## src/rtl/rv32_mem_pkg.sv

```systemverilog
// Shared definitions for the RV32 unified memory port arbiter.
// Holds the FSM state encoding, the GRANT encodings and the default bus widths.
package rv32_mem_pkg;

  localparam int DEF_ADDR_W = 32;
  localparam int DEF_DATA_W = 32;

  typedef enum logic [1:0] {
    ST_IDLE  = 2'd0,
    ST_GNT_I = 2'd1,
    ST_GNT_D = 2'd2,
    ST_RESP  = 2'd3
  } arb_state_t;

  localparam logic [1:0] GRANT_NONE = 2'b00;
  localparam logic [1:0] GRANT_I    = 2'b01;
  localparam logic [1:0] GRANT_D    = 2'b10;

endpackage

```

## src/rtl/timeout_counter.sv

```systemverilog
// Saturating wait counter for an active memory grant.
// expired is high while the count equals TIMEOUT; the count stops there and never wraps.
module timeout_counter #(
  parameter int TIMEOUT = 255
) (
  input  logic clk,
  input  logic rst_n,
  input  logic clear,
  input  logic enable,
  output logic expired
);

  localparam int CNT_W = $clog2(TIMEOUT + 1);
  localparam logic [CNT_W-1:0] LIMIT = CNT_W'(TIMEOUT);

  logic [CNT_W-1:0] count;

  always_ff @(posedge clk or negedge rst_n) begin
    if (!rst_n) begin
      count <= '0;
    end else if (clear) begin
      count <= '0;
    end else if (enable && (count != LIMIT)) begin
      count <= count + CNT_W'(1);
    end
  end

  assign expired = (count == LIMIT);

endmodule

```

## src/rtl/mem_port_arbiter.sv

```systemverilog
// Shares the single memory port between instruction fetch and load/store,
// with round-robin tie-breaking, a per-grant timeout and registered responses.
module mem_port_arbiter
  import rv32_mem_pkg::*;
#(
  parameter int ADDR_W  = DEF_ADDR_W,
  parameter int DATA_W  = DEF_DATA_W,
  parameter int TIMEOUT = 255
) (
  input  logic                CLK,
  input  logic                RST_N,
  input  logic                I_REQ,
  input  logic [ADDR_W-1:0]   I_ADDR,
  output logic [DATA_W-1:0]   I_RDATA,
  output logic                I_ACK,
  output logic                I_ERR,
  input  logic                D_REQ,
  input  logic                D_WE,
  input  logic [DATA_W/8-1:0] D_WSTRB,
  input  logic [ADDR_W-1:0]   D_ADDR,
  input  logic [DATA_W-1:0]   D_WDATA,
  output logic [DATA_W-1:0]   D_RDATA,
  output logic                D_ACK,
  output logic                D_ERR,
  output logic                MEM_REQ,
  output logic                MEM_WE,
  output logic [DATA_W/8-1:0] MEM_WSTRB,
  output logic [ADDR_W-1:0]   MEM_ADDR,
  output logic [DATA_W-1:0]   MEM_WDATA,
  input  logic [DATA_W-1:0]   MEM_RDATA,
  input  logic                MEM_ACK,
  output logic                STALL,
  output logic [1:0]          GRANT,
  output logic [1:0]          dbg_state
);

  // Handshake: every *_REQ is held with stable payload until its *_ACK pulse;
  // ACK lasts one cycle and ERR is meaningful only while ACK is high.

  arb_state_t state, state_nx;
  logic       last_gnt_d;
  logic       grant_i, grant_d, done_ok, done_to;
  logic       expired;

  always_ff @(posedge CLK or negedge RST_N) begin
    if (!RST_N) state <= ST_IDLE;
    else        state <= state_nx;
  end

  always_comb begin
    state_nx = state;
    grant_i  = 1'b0;
    grant_d  = 1'b0;
    done_ok  = 1'b0;
    done_to  = 1'b0;
    case (state)
      ST_IDLE: begin
        // On a tie, the requester that was not served last wins.
        if (I_REQ && (!D_REQ || last_gnt_d)) begin
          grant_i  = 1'b1;
          state_nx = ST_GNT_I;
        end else if (D_REQ) begin
          grant_d  = 1'b1;
          state_nx = ST_GNT_D;
        end
      end
      ST_GNT_I, ST_GNT_D: begin
        if (MEM_ACK) begin
          done_ok  = 1'b1;
          state_nx = ST_RESP;
        end else if (expired) begin
          done_to  = 1'b1;
          state_nx = ST_RESP;
        end
      end
      ST_RESP: state_nx = ST_IDLE;
      default: state_nx = ST_IDLE;
    endcase
  end

  timeout_counter #(.TIMEOUT(TIMEOUT)) u_timeout (
    .clk     (CLK),
    .rst_n   (RST_N),
    .clear   (grant_i | grant_d),
    .enable  ((state == ST_GNT_I) || (state == ST_GNT_D)),
    .expired (expired)
  );

  always_ff @(posedge CLK or negedge RST_N) begin
    if (!RST_N) begin
      MEM_REQ    <= 1'b0;
      MEM_WE     <= 1'b0;
      MEM_WSTRB  <= '0;
      MEM_ADDR   <= '0;
      MEM_WDATA  <= '0;
      I_RDATA    <= '0;
      D_RDATA    <= '0;
      I_ACK      <= 1'b0;
      I_ERR      <= 1'b0;
      D_ACK      <= 1'b0;
      D_ERR      <= 1'b0;
      GRANT      <= GRANT_NONE;
      last_gnt_d <= 1'b1;
    end else begin
      I_ACK <= 1'b0;
      I_ERR <= 1'b0;
      D_ACK <= 1'b0;
      D_ERR <= 1'b0;
      if (grant_i) begin
        MEM_REQ   <= 1'b1;
        MEM_WE    <= 1'b0;
        MEM_WSTRB <= '0;
        MEM_ADDR  <= I_ADDR;
        MEM_WDATA <= '0;
        GRANT     <= GRANT_I;
      end
      if (grant_d) begin
        MEM_REQ   <= 1'b1;
        MEM_WE    <= D_WE;
        MEM_WSTRB <= D_WSTRB;
        MEM_ADDR  <= D_ADDR;
        MEM_WDATA <= D_WDATA;
        GRANT     <= GRANT_D;
      end
      // A timeout reports ERR and leaves the requester's RDATA untouched.
      if (done_ok || done_to) begin
        MEM_REQ    <= 1'b0;
        GRANT      <= GRANT_NONE;
        last_gnt_d <= (state == ST_GNT_D);
        if (state == ST_GNT_D) begin
          D_ACK <= 1'b1;
          D_ERR <= done_to;
          if (done_ok) D_RDATA <= MEM_RDATA;
        end else begin
          I_ACK <= 1'b1;
          I_ERR <= done_to;
          if (done_ok) I_RDATA <= MEM_RDATA;
        end
      end
    end
  end

  assign STALL     = (I_REQ & ~I_ACK) | (D_REQ & ~D_ACK);
  assign dbg_state = state;

endmodule

```

## config.mk

```make
export PLATFORM = sky130hd
export DESIGN_NAME = mem_port_arbiter
export DESIGN_NICKNAME = d
export VERILOG_FILES = /design/src/rtl/rv32_mem_pkg.sv /design/src/rtl/timeout_counter.sv /design/src/rtl/mem_port_arbiter.sv
export SDC_FILE = /design/constraint.sdc
export NUM_CORES = 1
export LEC_CHECK = 0
export BUFFER_PORTS_ARGS = -buffer_cell sky130_fd_sc_hd__buf_4
export CAP_MARGIN = 5
export CELL_PAD_IN_SITES_DETAIL_PLACEMENT = 0
export CELL_PAD_IN_SITES_GLOBAL_PLACEMENT = 2
export CORE_MARGIN = 1
export CORE_UTILIZATION = 26
export CTS_CLUSTER_DIAMETER = 150
export CTS_CLUSTER_SIZE = 14
export DETAILED_ROUTE_END_ITERATION = 8
export PLACE_DENSITY_LB_ADDON = 0.08
export SLEW_MARGIN = 25
export SYNTH_ARGS = -nofsm -noshare
export SYNTH_HDL_FRONTEND = slang
export SYNTH_HIERARCHICAL = 1
export SYNTH_SLANG_ARGS = --single-unit
```

## constraint.sdc

```tcl
create_clock -name CLK -period 1.8 [get_ports CLK]
set_input_delay 0.36 -clock CLK [delete_from_list [all_inputs] [get_ports CLK]]
set_output_delay 0.36 -clock CLK [all_outputs]
set_load 0.02 [all_outputs]
```

# --- After elaboration in Yosys (flattened, before gate mapping) ---
# Index checks and enable logic that the tools add are counted.
totals:
  regBits: 151
  in_bits: 138
  elab_cells: 83
classes:
  n_addsub: 1
  n_eq_ne: 7
  mux: 39
  n_bitwise: 7
  n_reduce_logical: 14
op_table:
  columns: ["operator", "n"]
  rows:
  - ["2-to-1 mux 32 bit", 4]
  - ["2-to-1 mux 1 bit", 23]
  - ["2-to-1 mux 8 bit", 2]
  - ["2-to-1 mux 2 bit", 7]
  - ["adder 8 x 1 -> 8 bit, second input constant", 1]
  - ["equality test 8 bit, second input constant", 1]
  - ["2-to-1 mux 4 bit", 2]
  - ["!= test 8 bit, second input constant", 1]
  - ["!= test 3 bit, second input constant", 2]
  - ["one-hot mux 2 bit (3 select lines)", 1]
  - ["AND reduction 3 bit", 2]
  - ["equality test 2 bit, second input constant", 2]
  - ["nonzero test 2 bit", 2]
  - ["logical OR 1 bit", 3]
  - ["inverter 1 bit", 3]
  - ["nonzero test 3 bit", 1]
  - ["AND 1 bit", 2]
  - ["equality test 2 x 1 -> 1 bit, second input constant", 1]
  - ["logical AND 1 bit", 2]
  - ["zero test 2 bit", 1]
  - ["bitwise OR 1 bit", 2]
  - ["AND reduction 2 bit", 1]
  - ["OR reduction 2 bit", 1]
  - ["zero test 1 bit", 1]

# --- Logic depth before layout (Yosys ltp) ---
logic_depth:
  depth_word: 8
  mapped_depth: 8
  depth_no_buf: 6

# --- Hierarchy ---
# The synthesis kept the hierarchy.
modules_own_cells:
  columns: ["mod", "instances", "cells_per_inst", "area_per_inst_um2"]
  rows:
  - ["mem_port_arbiter", 1, 380, 5579.1]
  - ["timeout_counter", 1, 47, 469.2]

# --- Worst setup path after synthesis ---
# Ideal clock, no wire load.
synth_path:
  path_kind: "flip-flop to flip-flop"
  start: "register state[0] (netlist: dbg_state[0])"
  end: "register u_timeout.count[0]"
  setup_ns: 0.125
  arrival_ns: 1.850
  required_time_ns: 1.675
  path_slack_ns: -0.175
  path_stages_with_launch: 9
  n_path_buf: 2
  period_less_slack_ns: 1.975
  cell_sequence: "dfrtp_1 -> inv_1 -> ha_1 -> o21ai_0 -> inv_1 -> buf_2 -> clkbuf_1 -> nor2b_1 -> mux2_4"
synth_via:
  elab_chain_cells: 4
synth_rtl:
  columns: ["item", "line", "source"]
  rows:
  - ["start: declaration", "mem_port_arbiter.sv:40", "arb_state_t state, state_nx;"]
  - ["start signal: assignment", "mem_port_arbiter.sv:47", "else state <= state_nx;"]
  - ["zero test 2 bit (tied with other cells)", "mem_port_arbiter.sv:56", "case (state)"]
  - ["2-to-1 mux 1 bit or logical OR 1 bit (tied branches)", "mem_port_arbiter.sv:56, mem_port_arbiter.sv:85", null]
  - ["bitwise OR 1 bit or logical AND 1 bit (tied branches)", "mem_port_arbiter.sv:84, timeout_counter.sv:23", null]
  - ["2-to-1 mux 8 bit or nonzero test 2 bit (tied branches)", null, null]
  - ["end signal: assignment", "timeout_counter.sv:24", "count <= count + CNT_W'(1);"]
  - ["end: declaration", "timeout_counter.sv:16", "logic [CNT_W-1:0] count;"]
# Parallel ways exist; a longest one is shown, timed or not.
# A chain may end at the register's enable or synchronous reset.

# --- Worst setup path in the final report ---
layout_path:
  start: "register u_timeout.count[0]"
  end: "register last_gnt_d"
layout_via:
  elab_chain_cells: 5
layout_rtl:
  columns: ["item", "line", "source"]
  rows:
  - ["equality test 8 bit", "timeout_counter.sv:28", "assign expired = (count == LIMIT);"]
  - ["net expired", "mem_port_arbiter.sv:43", "logic expired;"]
  - ["2-to-1 mux 1 bit", "mem_port_arbiter.sv:71", "end else if (expired) begin"]
  - ["2-to-1 mux 1 bit", "mem_port_arbiter.sv:68", "if (MEM_ACK) begin"]
  - ["2-to-1 mux 1 bit", "mem_port_arbiter.sv:56", null]
  - ["logical OR 1 bit", "mem_port_arbiter.sv:126", "if (done_ok || done_to) begin"]
  - ["end signal: assignment", "mem_port_arbiter.sv:129", "last_gnt_d <= (state == ST_GNT_D);"]
  - ["end: declaration", "mem_port_arbiter.sv:41", "logic last_gnt_d;"]
# The timed path passes the listed nets, and every way through them passes these cells.

==> metrics.md <==
| Metric | Value |
|---|---|
| Vias/cell | 4.73 |
| WL final | 19.2 mm |
| Most used flip-flop cell after synthesis | dfrtp_1 |
| Num rows | 55 |
| Clk buf depth | 2 |
| ANT nets after route | 0 |
| Cell area after synthesis | 6050 µm² |
| DRC viols | 0 |
| Final Instance Area | 9250 µm² |
| DR WL/cell | 18.8 µm |
| Syn-to-layout area delta | 52.9% |
| Worst Hold Class | in -> reg |
| Initial antenna violation count | 0 |
| Final Slew Violations | 0 |
| GRT Overall Usage | 16.2% |
| Routability congestion estimate | 0.789 |
| Clock skew | 0.0121 ns |
| TritonCTS clock tree | yes |
| Leakage power | 4.34 nW |
| Final Setup Violations | 0 |
| Core Util, Final | 40.7% |
| Post-synth EDFFs | 0 |
| #FFs+latches synth | 151 |
| Drt pass-1 iters | 5 |
| Setup TNS | 0 ns |
| Crit. End Element | flip-flop |
| Post-route clock period utilization | 94.0% |
| Final min period | 1.69 ns |
| Req. time, crit path | 2.15 ns |
| Clock-pin slew on the worst setup and hold paths | 0.07 ns |
| Pre-CTS setup slack | 0.0774 ns |
| Core Area | 22700 µm² |
| Unrepaired setup endpoints after global routing | false |
| Port bufs | 280 |
| Die footprint | 23900 µm² |
| Syn Nets | 568 |
| Area after DPL | 8620 µm² |
| Pwr/cell area | 2040 nW/µm² |
| Die H | 155 µm |
| WP data arrival | 2.04 ns |
| Filler instances | 2172 |
| Register area | 3780 µm² |
| Initial DRC count | 221 |
| Number of global-route vias before repair | 5214 |
| Max-slew headroom | 68.7% |
| Share of cells above drive strength 1 | 56.3% |
| ANT cells | 0 |
| Largest net degree at the start of global routing | 55 |
| Mapped Cells | 427 |
| CTS root buf | clkbuf_16 |
| Max frequency | 591 MHz |
| Fin nets | 860 |
| Die Wd | 155 µm |
| Type of the worst setup path | reg -> reg |
| Asr flop ratio synth | 100% |
| Clock latency on the worst-skew pair | 0.42 ns |
| Fin. Hold Viols | 0 |
| # IOs | 281 |
| CTS buffer count | 17 |
| Clk sink count | 151 |
| Max-cap violations | 0 |
| Multi-input gate area | 2120 µm² |
| Final Power | 0.0188 W |
| CP Max Fanout | 6 |
| Startpoint types | flip-flop |
| First-pass GRT wire length | 29.7 mm |
| Grt ovf | 0 |
| Slew @ Worst Pin | 0.469 ns |
| Yosys warning total | 6 |
| Peak VDD IR | 847 µV |
| Mean post-synth cell area | 14.2 µm² |
| Setup ws final | 0.108 ns |
| Sequential element share of the synthesized area | 62.5% |
| Post-synth cell types | 47 |
| Status | finished, final reports clean |
| Via count | 4807 |
| Initial core utilization | 26.6% |
| # H-tree levels | 4 |
| DP HPWL | 13.5 mm |
==> critical path, stage by stage, from the launching register on <==
cell and delay, ns:
dfrtp_1 0.42, ha_1 0.24, and4_4 0.20, and2_2 0.21, o21a_1 0.23, and2_1 0.19
a21o_1 0.15
==> final timing paths <==
| kind | startpoint | endpoint | slack [ns] | cells past startpoint |
|---|---|---|---|---|
| max | u_timeout/count[0] | last_gnt_d | 0.11 | 6 |
| min in group asynchronous | RST_N | MEM_WDATA[20] | 0.37 | 2 |
| max reg2reg | u_timeout/count[0] | last_gnt_d | 0.11 | 6 |
| min | I_ADDR[20] | MEM_ADDR[20] | 0.15 | 2 |
| max in group asynchronous | RST_N | I_RDATA[24] | 0.80 | 3 |
| min reg2reg | I_RDATA[20] | I_RDATA[20] | 0.51 | 1 |
==> report_power, final <==
part           internal [W]  switching [W]  leakage (nW)  total, W
Combinational       0.00457        0.00478          2.25   0.00935
Sequential          0.00505       0.000924          1.82   0.00597
Clock               0.00197        0.00154         0.272   0.00351
Total                0.0116        0.00724          4.34    0.0188
==> cell families after synthesis <==
family	Yosys count	synth area share, %
and+or+nand+nor	38	3.54
AOI/OAI and AO/OA	129	17.7
DFF	151	62.5
adders and majority gates	3	0.621
buffers and inverters	39	3.08
muxes	67	12.5
==> cells in the final DEF, fill, tap and decap left out, types with 3 or more instances in the layout <==
master | Yosys | routed
a211oi_1 | 4 | 4
a21oi_1 | 5 | 5
a22o_1 | 37 | 37
buf_12 | 0 | 7
buf_4 | 0 | 292
clkbuf_16 | 0 | 18
clkinvlp_4 | 0 | 4
dfrtp_1 | 150 | 150
inv_1 | 9 | 9
inv_6 | 0 | 5
mux2_2 | 65 | 65
nand2_1 | 6 | 6
nand3_1 | 5 | 4
nor2_1 | 6 | 5
nor2b_1 | 4 | 3
o21a_1 | 32 | 32
o21ai_0 | 6 | 5
o32a_1 | 31 | 31
==> layout make-up <==
class                   count  share of cell area, %
well taps                 285                   3.85
multi-input cells         237                   22.9
inverters                  10                  0.406
flip-flops and latches    151                   40.9
clock buffers              18                   4.75
clock inverters            14                   1.49
repair buffers            302                   25.7
==> per-stage QoR <==
stage	hold WS, ns	cells
floorplan	0.0644	427
global placement	0.246	982
detailed placement	0.245	982
CTS	0.128	1015
global route	0.127	1017
finish	0.150	1017
==> synthesized netlist by cell type (all sizes together) (2+ instances only) <==
| cell type | number | area (µm²) |
|---|---|---|
| dfrtp | 150 | 3750 |
| mux2 | 66 | 747 |
| a22o | 37 | 324 |
| o21a | 32 | 240 |
| o32a | 31 | 310 |
| buf | 17 | 103 |
| clkbuf | 12 | 46.3 |
| inv | 10 | 37.5 |
| nand2 | 6 | 22.5 |
| nor2 | 6 | 22.5 |
| o21ai | 6 | 30.0 |
| a21oi | 5 | 25.0 |
| nand3 | 5 | 25.0 |
| a211oi | 4 | 30.0 |
| nor2b | 4 | 25.0 |
| ha | 3 | 37.5 |
| a31oi | 2 | 12.5 |
| and2 | 2 | 13.8 |
| and3 | 2 | 12.5 |
| and4 | 2 | 21.3 |
| nand2b | 2 | 12.5 |
| nand4 | 2 | 12.5 |
| nor3 | 2 | 10.0 |
| o21bai | 2 | 15.0 |
| o22ai | 2 | 12.5 |
==> metal layers <==
| layer | part of all wire, % | track usage, % |
|---|---|---|
| met1 | 42 | 19.8 |
| met3 | 8.5 | 6.39 |
| met4 | 1.4 | 4.71 |
| met2 | 48 | 26.2 |
| met5 | 0 | 0 |
==> flip-flops by register name (all words and copies together) (netlist names) <==
signal and count:
MEM_WDATA 32, D_ERR 1, I_ACK 1, MEM_REQ 1, u_timeout/count 8, D_ACK 1, last_gnt_d 1, I_RDATA 32
dbg_state 2, MEM_ADDR 32, MEM_WE 1, MEM_WSTRB 4, D_RDATA 32, I_ERR 1, GRANT 2
==> timing repair <==
action / CTS / global route
hold endpoints to repair: 20 / 0
resized for setup: 0 / 2
endpoints found under the setup margin: 0 / 39
hold buffers: 1 / 0
buffers inserted: 0 / 1
No activity file was read; power rests on OpenSTA's default activity.
